`src/rtl/fifo_wr_arbiter.sv`:
```
// ============================================================================
// Module   : fifo_wr_arbiter
// Brief    : Round-robin, packet-locking write arbiter feeding a synchronous FIFO
// Revision : 1.0 - initial release
// ============================================================================
`default_nettype none

module fifo_wr_arbiter #(
    parameter  int NREQ  = 4,
    parameter  int WIDTH = 32,
    parameter  int DEPTH = 64,
    localparam int LW    = $clog2(DEPTH) + 1,
    localparam int PW    = (NREQ > 1) ? $clog2(NREQ) : 1
) (
    input  logic                    clk,
    input  logic                    rst,
    input  logic [NREQ-1:0]         i_req_valid,
    input  logic [NREQ*WIDTH-1:0]   i_req_data,
    input  logic [NREQ-1:0]         i_req_last,
    output logic [NREQ-1:0]         o_req_ready,
    output logic                    o_fifo_we,
    output logic [WIDTH-1:0]        o_fifo_wdata,
    input  logic                    i_fifo_re,
    input  logic                    i_fifo_empty,
    output logic [LW-1:0]           o_level,
    output logic [NREQ-1:0]         o_owner
);

    typedef enum logic [0:0] {
        S_IDLE = 1'b0,
        S_LOCK = 1'b1
    } state_t;

    state_t          r_state;
    logic [PW-1:0]   r_ptr;
    logic [PW-1:0]   r_own_idx;

    logic            w_win_found;
    logic [PW-1:0]   w_win_idx;
    logic [PW-1:0]   w_sel_idx;
    logic [PW-1:0]   w_ptr_next;
    logic            w_space;
    logic            w_accept;
    logic            w_pop;
    logic            w_sel_last;
    logic [WIDTH-1:0] w_sel_data;

    // Scan from the highest offset down so the candidate closest to r_ptr wins.
    always_comb begin
        w_win_found = 1'b0;
        w_win_idx   = '0;
        for (int k = NREQ - 1; k >= 0; k--) begin
            logic [PW-1:0] cand;
            cand = PW'((int'(r_ptr) + k) % NREQ);
            if (i_req_valid[cand]) begin
                w_win_found = 1'b1;
                w_win_idx   = cand;
            end
        end
    end

    // Conservative space: a pop in this same cycle does not free a slot.
    assign w_space    = (o_level < LW'(DEPTH));
    assign w_sel_idx  = (r_state == S_LOCK) ? r_own_idx : w_win_idx;
    assign w_ptr_next = (w_sel_idx == PW'(NREQ - 1)) ? '0 : w_sel_idx + PW'(1);
    assign w_sel_data = i_req_data[int'(w_sel_idx)*WIDTH +: WIDTH];
    assign w_sel_last = i_req_last[w_sel_idx];

    always_comb begin
        o_req_ready = '0;
        if (!rst && w_space) begin
            if (r_state == S_LOCK) begin
                o_req_ready = o_owner;
            end else if (w_win_found) begin
                o_req_ready[w_win_idx] = 1'b1;
            end
        end
    end

    assign w_accept = |(i_req_valid & o_req_ready);
    assign w_pop    = i_fifo_re && !i_fifo_empty && (o_level != '0);

    always_ff @(posedge clk or posedge rst) begin
        if (rst) begin
            r_state      <= S_IDLE;
            r_ptr        <= '0;
            r_own_idx    <= '0;
            o_owner      <= '0;
            o_level      <= '0;
            o_fifo_we    <= 1'b0;
            o_fifo_wdata <= '0;
        end else begin
            o_fifo_we <= w_accept;
            if (w_accept) begin
                o_fifo_wdata <= w_sel_data;
            end

            case ({w_accept, w_pop})
                2'b10:   o_level <= o_level + LW'(1);
                2'b01:   o_level <= o_level - LW'(1);
                default: o_level <= o_level;
            endcase

            case (r_state)
                S_IDLE: begin
                    if (w_accept) begin
                        if (w_sel_last) begin
                            r_ptr <= w_ptr_next;
                        end else begin
                            r_state   <= S_LOCK;
                            o_owner   <= o_req_ready;
                            r_own_idx <= w_win_idx;
                        end
                    end
                end
                S_LOCK: begin
                    if (w_accept && w_sel_last) begin
                        r_state <= S_IDLE;
                        o_owner <= '0;
                        r_ptr   <= w_ptr_next;
                    end
                end
                default: r_state <= S_IDLE;
            endcase
        end
    end

endmodule

`default_nettype wire

```
`config.mk`:
```
export PLATFORM = sky130hd
export DESIGN_NAME = fifo_wr_arbiter
export DESIGN_NICKNAME = d
export VERILOG_FILES = /design/src/rtl/fifo_wr_arbiter.sv
export SDC_FILE = /design/constraint.sdc
export NUM_CORES = 1
export LEC_CHECK = 0
export ABC_AREA = 1
export ABC_CLOCK_PERIOD_IN_PS = 8550
export CAP_MARGIN = 0
export CORE_UTILIZATION = 43
export DETAILED_ROUTE_END_ITERATION = 10
export MAX_ROUTING_LAYER = met4
export PLACE_DENSITY = 0.87
export SLEW_MARGIN = 20
export SYNTH_ARGS = -nofsm -noshare
export SYNTH_HDL_FRONTEND = slang
export SYNTH_SLANG_ARGS = --single-unit
```
`constraint.sdc`:
```
create_clock -name clk -period 8.55 [get_ports clk]
set_input_delay 0.855 -clock clk [delete_from_list [all_inputs] [get_ports clk]]
set_output_delay 0.855 -clock clk [all_outputs]
set_load 0.03 [all_outputs]
```
# After elaboration in Yosys (flattened, before gate mapping)
# Cells that the tools add are included.
# W data, S select, Z words.
dict set report classes {
  reduce_logical 13
  n_eq_ne 7
  add_sub_neg 6
  bitwise 3
  mux 38
  order_cmp 8
  shifts 1
}
# op count
set ops {}
lappend ops {{$shiftx A128 B8 Y32} 1}
lappend ops {{$mux W4} 6}
lappend ops {{$lt A2 B3 Y1 const B} 6}
lappend ops {{$mux W2} 9}
lappend ops {{$pmux W7 S2} 1}
lappend ops {{$mux W1} 13}
lappend ops {{$bmux W1 S2} 5}
lappend ops {{$reduce_and A3 Y1} 3}
lappend ops {{$pmux W4 S2} 1}
lappend ops {{$add A7 B1 Y7 const B} 1}
lappend ops {{$lt A7 B7 Y1 const B} 1}
lappend ops {{$reduce_bool A7 Y1} 1}
lappend ops {{$sub A7 B1 Y7 const B} 1}
lappend ops {{$ne A2 B2 Y1 const B} 3}
lappend ops {{$logic_and A1 B1 Y1} 5}
lappend ops {{$add A2 B1 Y2 const B} 2}
lappend ops {{$add A2 B2 Y2 const B} 2}
lappend ops {{$and A4 B4 Y4} 1}
lappend ops {{$eq A2 B2 Y1 const B} 2}
lappend ops {{$pmux W2 S2} 1}
lappend ops {{$reduce_or A4 Y1} 1}
lappend ops {{$demux W1 S2} 1}
lappend ops {{$eq A2 B1 Y1 const B} 1}
lappend ops {{$ge A2 B1 Y1 const B} 1}
lappend ops {{other kinds (5)} 7}
dict set report totals {
  regBits 49
  in_bits 140
  output_inout_bits 48
}

# Logic depth before layout (Yosys ltp)
dict set report logic_depth {
  word_depth 19
  ltp_mapped 29
  depth_no_buf 28
}

# Least setup slack after synthesis
# Ideal clock, no wire load.
dict set report synth_path {
  kind {in2reg}
  from {in i_req_valid[1]}
  to {reg o_level[6]}
  required_time_ns 8.415
  path_buffers 1
  path_slack_ns 4.715
  arrival_ns 3.701
  setup_ns 0.135
  path_stages 25
  cell_sequence {inv_1 > nand2_1 > nand3_1 > nand2_1 > inv_2 > nand3_2 > nand2_2 > nand2_1 > nand2_1 > nor2_2 > nand2_1 > nand2_2 > nor2_4 > buf_4 > ha_1 > ha_1 > a21oi_1 > nor2_1 > nor2_1 > nor2_1 > nor2_1 > nor2_1 > o21ai_0 > nand3_1 > xnor2_1}
}
dict set report synth_via {
  elab_chain_len 17
  word_cells_on_any_way 30
  cone_classes {order compare (2); eq/ne (2); mux (22); bitwise (1); reduce/logical (3)}
}
# item line
set synth_rtl {}
lappend synth_rtl {{from (decl)} 17} ;# input logic [NREQ-1:0] i_req_valid,
lappend synth_rtl {{$bmux W1 S2} 55} ;# if (i_req_valid[cand]) begin
lappend synth_rtl {{$mux W1 (not written as such)} 55}
lappend synth_rtl {{$mux W2 (4 in a row)} 55}
lappend synth_rtl {{$lt A2 B3 Y1 (not written as such) / $ge A2 B1 Y1 (equally long branches)} 75} ;# o_req_ready[w_win_idx] = 1'b1;
lappend synth_rtl {{$logic_and A1 B1 Y1 (not written as such)} 75}
lappend synth_rtl {{$mux W1 (not written as such)} 75}
lappend synth_rtl {{$demux W1 S2} 75}
lappend synth_rtl {{$mux W4 (*)} 74} ;# end else if (w_win_found) begin
lappend synth_rtl {{$mux W4 (*)} 72} ;# if (r_state == S_LOCK) begin
lappend synth_rtl {{$mux W4 (*)} 71} ;# if (!rst && w_space) begin
lappend synth_rtl {{named net o_req_ready[3]} 20} ;# output logic [NREQ-1:0] o_req_ready,
lappend synth_rtl {{$and A4 B4 Y4 (*)} 80} ;# assign w_accept = |(i_req_valid & o_req_ready);
lappend synth_rtl {{$reduce_or A4 Y1 (*)} 80}
lappend synth_rtl {{$eq A2 B1 Y1 / $eq A2 B2 Y1 (equally long branches)} 98} ;# case ({w_accept, w_pop})
lappend synth_rtl {{$pmux W7 S2 / $reduce_bool A2 Y1 (equally long branches)} -}
lappend synth_rtl {{to (signal assigned)} 99} ;# 2'b10: o_level <= o_level + LW'(1);
lappend synth_rtl {{to (signal assigned)} 100} ;# 2'b01: o_level <= o_level - LW'(1);
lappend synth_rtl {{to (signal assigned)} 101} ;# default: o_level <= o_level;
lappend synth_rtl {{to (decl)} 25} ;# output logic [LW-1:0] o_level,
# The timed path passes the listed nets; every way through them passes the cells marked *. The select of a mux whose other input is x is not followed.
# A chain may end at the register's enable or synchronous reset.

# Worst setup path after layout
dict set report layout_path {
  from {in i_req_valid[1]}
  to {reg o_level[6]}
}
dict set report layout_via {
  elab_chain_len 17
  word_cells_on_any_way 30
  cone_classes {order compare (2); eq/ne (2); mux (22); bitwise (1); reduce/logical (3)}
}
# item line
set layout_rtl {}
lappend layout_rtl {{$bmux W1 S2} 55}
lappend layout_rtl {{$mux W1 (not written as such)} 55}
lappend layout_rtl {{$mux W2 (4 in a row)} 55}
lappend layout_rtl {{$lt A2 B3 Y1 (not written as such) / $ge A2 B1 Y1 (equally long branches)} 75}
lappend layout_rtl {{$logic_and A1 B1 Y1 (not written as such)} 75}
lappend layout_rtl {{$mux W1 (not written as such)} 75}
lappend layout_rtl {{$demux W1 S2} 75}
lappend layout_rtl {{$mux W4} 74}
lappend layout_rtl {{$mux W4} 72}
lappend layout_rtl {{$mux W4} 71}
lappend layout_rtl {{$and A4 B4 Y4 (*)} 80}
lappend layout_rtl {{$reduce_or A4 Y1 (*)} 80}
lappend layout_rtl {{$eq A2 B1 Y1 / $eq A2 B2 Y1 (equally long branches)} 98}
lappend layout_rtl {{$pmux W7 S2 / $reduce_bool A2 Y1 (equally long branches)} -}
# Mark *: on every way between the ends. The rest lies on a longest branch, timed or not. The select of a mux whose other input is x is not followed.

==> metrics.csv <==
metric,value,unit
status,completed,
num_rows,32,
dpl.cell_count,787,
cap_violations,0,
yosys.area.top_type_share,0.352,
setup_viol,0,
grt_max_degree,70,
setup_ws,3.75,ns
synth_flop_cell,dfrtp_1,
synth_compound_area_frac,0.190,
grt_pass1_wl,19000,um
ys_types,33,
hpwlAfterDp,8440,um
ant_nets,0,
area_growth,55.3,%
period_needed,4.80,ns
start_kind,primary input,
postCtsSetupBuffers,0,
ys_warn_count,0,
whs_path_depth,2,
r2r_setup_slack,4.04,ns
async_flop_share,1.00,
critPathRequiredTime,8.75,ns
drt_iter0_markers,245,
ys_ff_latch,49,
finalNonFillerCells,795,
ctsLongestPathBuffers,2,
routed_wl,11600,um
die_w,92.1,um
cts_tree,built,
min_path_type,register to register,
synth_edf_count,0,
syn-cell-area,3490,sq um
final_cell_mix,"clkdlybuf4s50_1 (187), nand2_1 (160), nor2_1 (84)",
drtPass1Iterations,6,
holdWs,0.488,ns
via_per_inst,5.23,
final_common_cell,clkdlybuf4s50_1,
final.setup.tns,0,ns
htree_levels,2,
synth_largest_area_cell,dfrtp_1,
cellPowerDensity,394,nW/um^2
diodes,0,
syn_nets,674,
maxSlewHeadroom,0.341,
clk_latency,0.30,ns
critPathMostFrequentCell,nor2_1,
cp_max_fo,35,
hold_viol_final,0,
netlist_instances,527,
vdd_drop_max,0.000233,V
cts_hold_buf,0,
synth_xor_area_frac,0.00753,
cts_root_buffer,clkbuf_8,
gp_congestion,0.926,
ys_seq_area_frac,0.352,
worst_r2r_path_depth,28,
critPathTopFamily,simple AND/OR/NAND/NOR gates,
synthAdderAreaFrac,0.0273,
drv_slew,0,
rsz0062_at_grt,false,
drive_gt1_frac,0.0491,
synth_area_per_cell,6.62,sq um
io_pins,188,
io_buffers,187,
first_global_vias,4162,
grt_usage,0.284,
start_util,0.449,
r2r-end,o_level[6],
worstMarginPinSlew,0.989,ns
core,7770,sq um
slowest_stage,nor2_4,
p_leak,0.00247,uW
clkTransAtPathRegs,0.10,ns
clock.fmax,0.208,GHz
grt_overflow,0,
dpl_worst_slack,3.48,ns
skew,0.00651,ns
synthSimpleGateAreaFrac,0.342,
path_class,primary input to register,
cts_inserted_buffers,5,
die_height,92.1,um
synth_top_cells_by_area,"dfrtp_1 (35%), nand2_1 (17%), nor2_1 (9.0%)",
muxShareOfSynthArea,0,
cts_resized,0,
synth_top_family_by_area,simple AND/OR/NAND/NOR gates,
reg2reg_from,r_ptr[0],
period_share,0.562,
min_to,o_fifo_wdata[20],
cts_sinks,49,
num_vias,4155,
antenna_found_initial,0,
die-area,8470,sq um
drt-wirelength-per-cell,14.6,um
cp_data_arrival_time,5.00,ns
drc_errors,0,
worst_setup_path_end_kind,register,
nNetsFinal,839,
critical_path_buf_inv_count,6,
critPathMaxStageDelay,0.61,ns
min-delay-start,o_fifo_wdata[20],
fin_util,0.697,
synthesized netlist by cell type, types with 2 or more instances:
master    number
xnor2_1        2
o21ai_1       24
nor2_1        84
nand2_4        2
nand2_1      160
clkbuf_1       9
inv_1         25
inv_2          7
o22ai_1       33
buf_4         10
nand4_1        2
nor2_2         5
o21bai_1       2
ha_1           6
nand3_1       21
buf_2          9
nand2_2        6
dfrtp_1       49
o21ai_0       54
a21oi_1        4
worst max-delay path by stage:
stage | endpoint | slack (ns) | depth (start not counted) | startpoint
after CTS | o_level[6] | 3.79 | 29 | i_req_valid[1]
after floorplan | o_level[6] | 4.71 | 25 | i_req_valid[1]
final | o_level[6] | 3.75 | 29 | i_req_valid[1]
after detailed placement | o_level[6] | 3.48 | 29 | i_req_valid[1]
after global placement | o_level[6] | 3.71 | 29 | i_req_valid[1]
after global routing | o_level[6] | 3.33 | 29 | i_req_valid[1]
cells by family (layout without fill, tap and decap cells):
| family | Yosys count | in the layout |
|---|---|---|
| XOR/XNOR | 3 | 3 |
| AO/OA/AOI/OAI | 120 | 120 |
| buffers and inverters | 61 | 227 |
| adder cells (fa/ha/maj) | 7 | 7 |
| AND/OR/NAND/NOR | 287 | 287 |
| flip-flops | 49 | 49 |
power by group:
| group | leakage, uW | internal [uW] | total [uW] | switching, uW |
|---|---|---|---|---|
| clock | 0.0000447 | 59.2 | 143 | 83.8 |
| sequential | 0.000615 | 344 | 425 | 81.4 |
| combinational | 0.00181 | 557 | 1570 | 1010 |
state kept, by name (all words and copies together) (netlist names), named ones only:
register / flops
o_fifo_wdata: 32
o_level: 7
o_owner: 4
r_own_idx: 2
r_ptr: 2
o_fifo_we: 1
area by class of cell:
type	count	area [sq um]
sequential	49	1230
fill	627	2350
tap	102	128
timing repair buffer	187	1870
clock inverter	3	25.0
multi-input combinational	417	1980
inverter	32	121
clock buffer	5	68.8
routing by layer:
| metal | global-route usage | wire length [um] |
|---|---|---|
| met3 | 0.0481 | 822 |
| met1 | 0.316 | 4660 |
| met4 | 0.108 | 349 |
| met2 | 0.506 | 5750 |
| met5 | - | 0 |
worst min-delay path, delay by kind of cell (launching register included):
| kind | cells | cell delay, ns |
|---|---|---|
| AND/OR/NAND/NOR | 2 | 0.11 |
| flip-flops | 1 | 0.35 |
stage by stage:
step | area [sq um] | total power (uW)
after floorplan | 3490 | 1530
after global placement | 5320 | 1940
after detailed placement | 5320 | 1980
after CTS | 5420 | 2130
after global routing | 5420 | 2320
final | 5420 | 2130
Note: power is estimated with default switching activity, not from simulation.
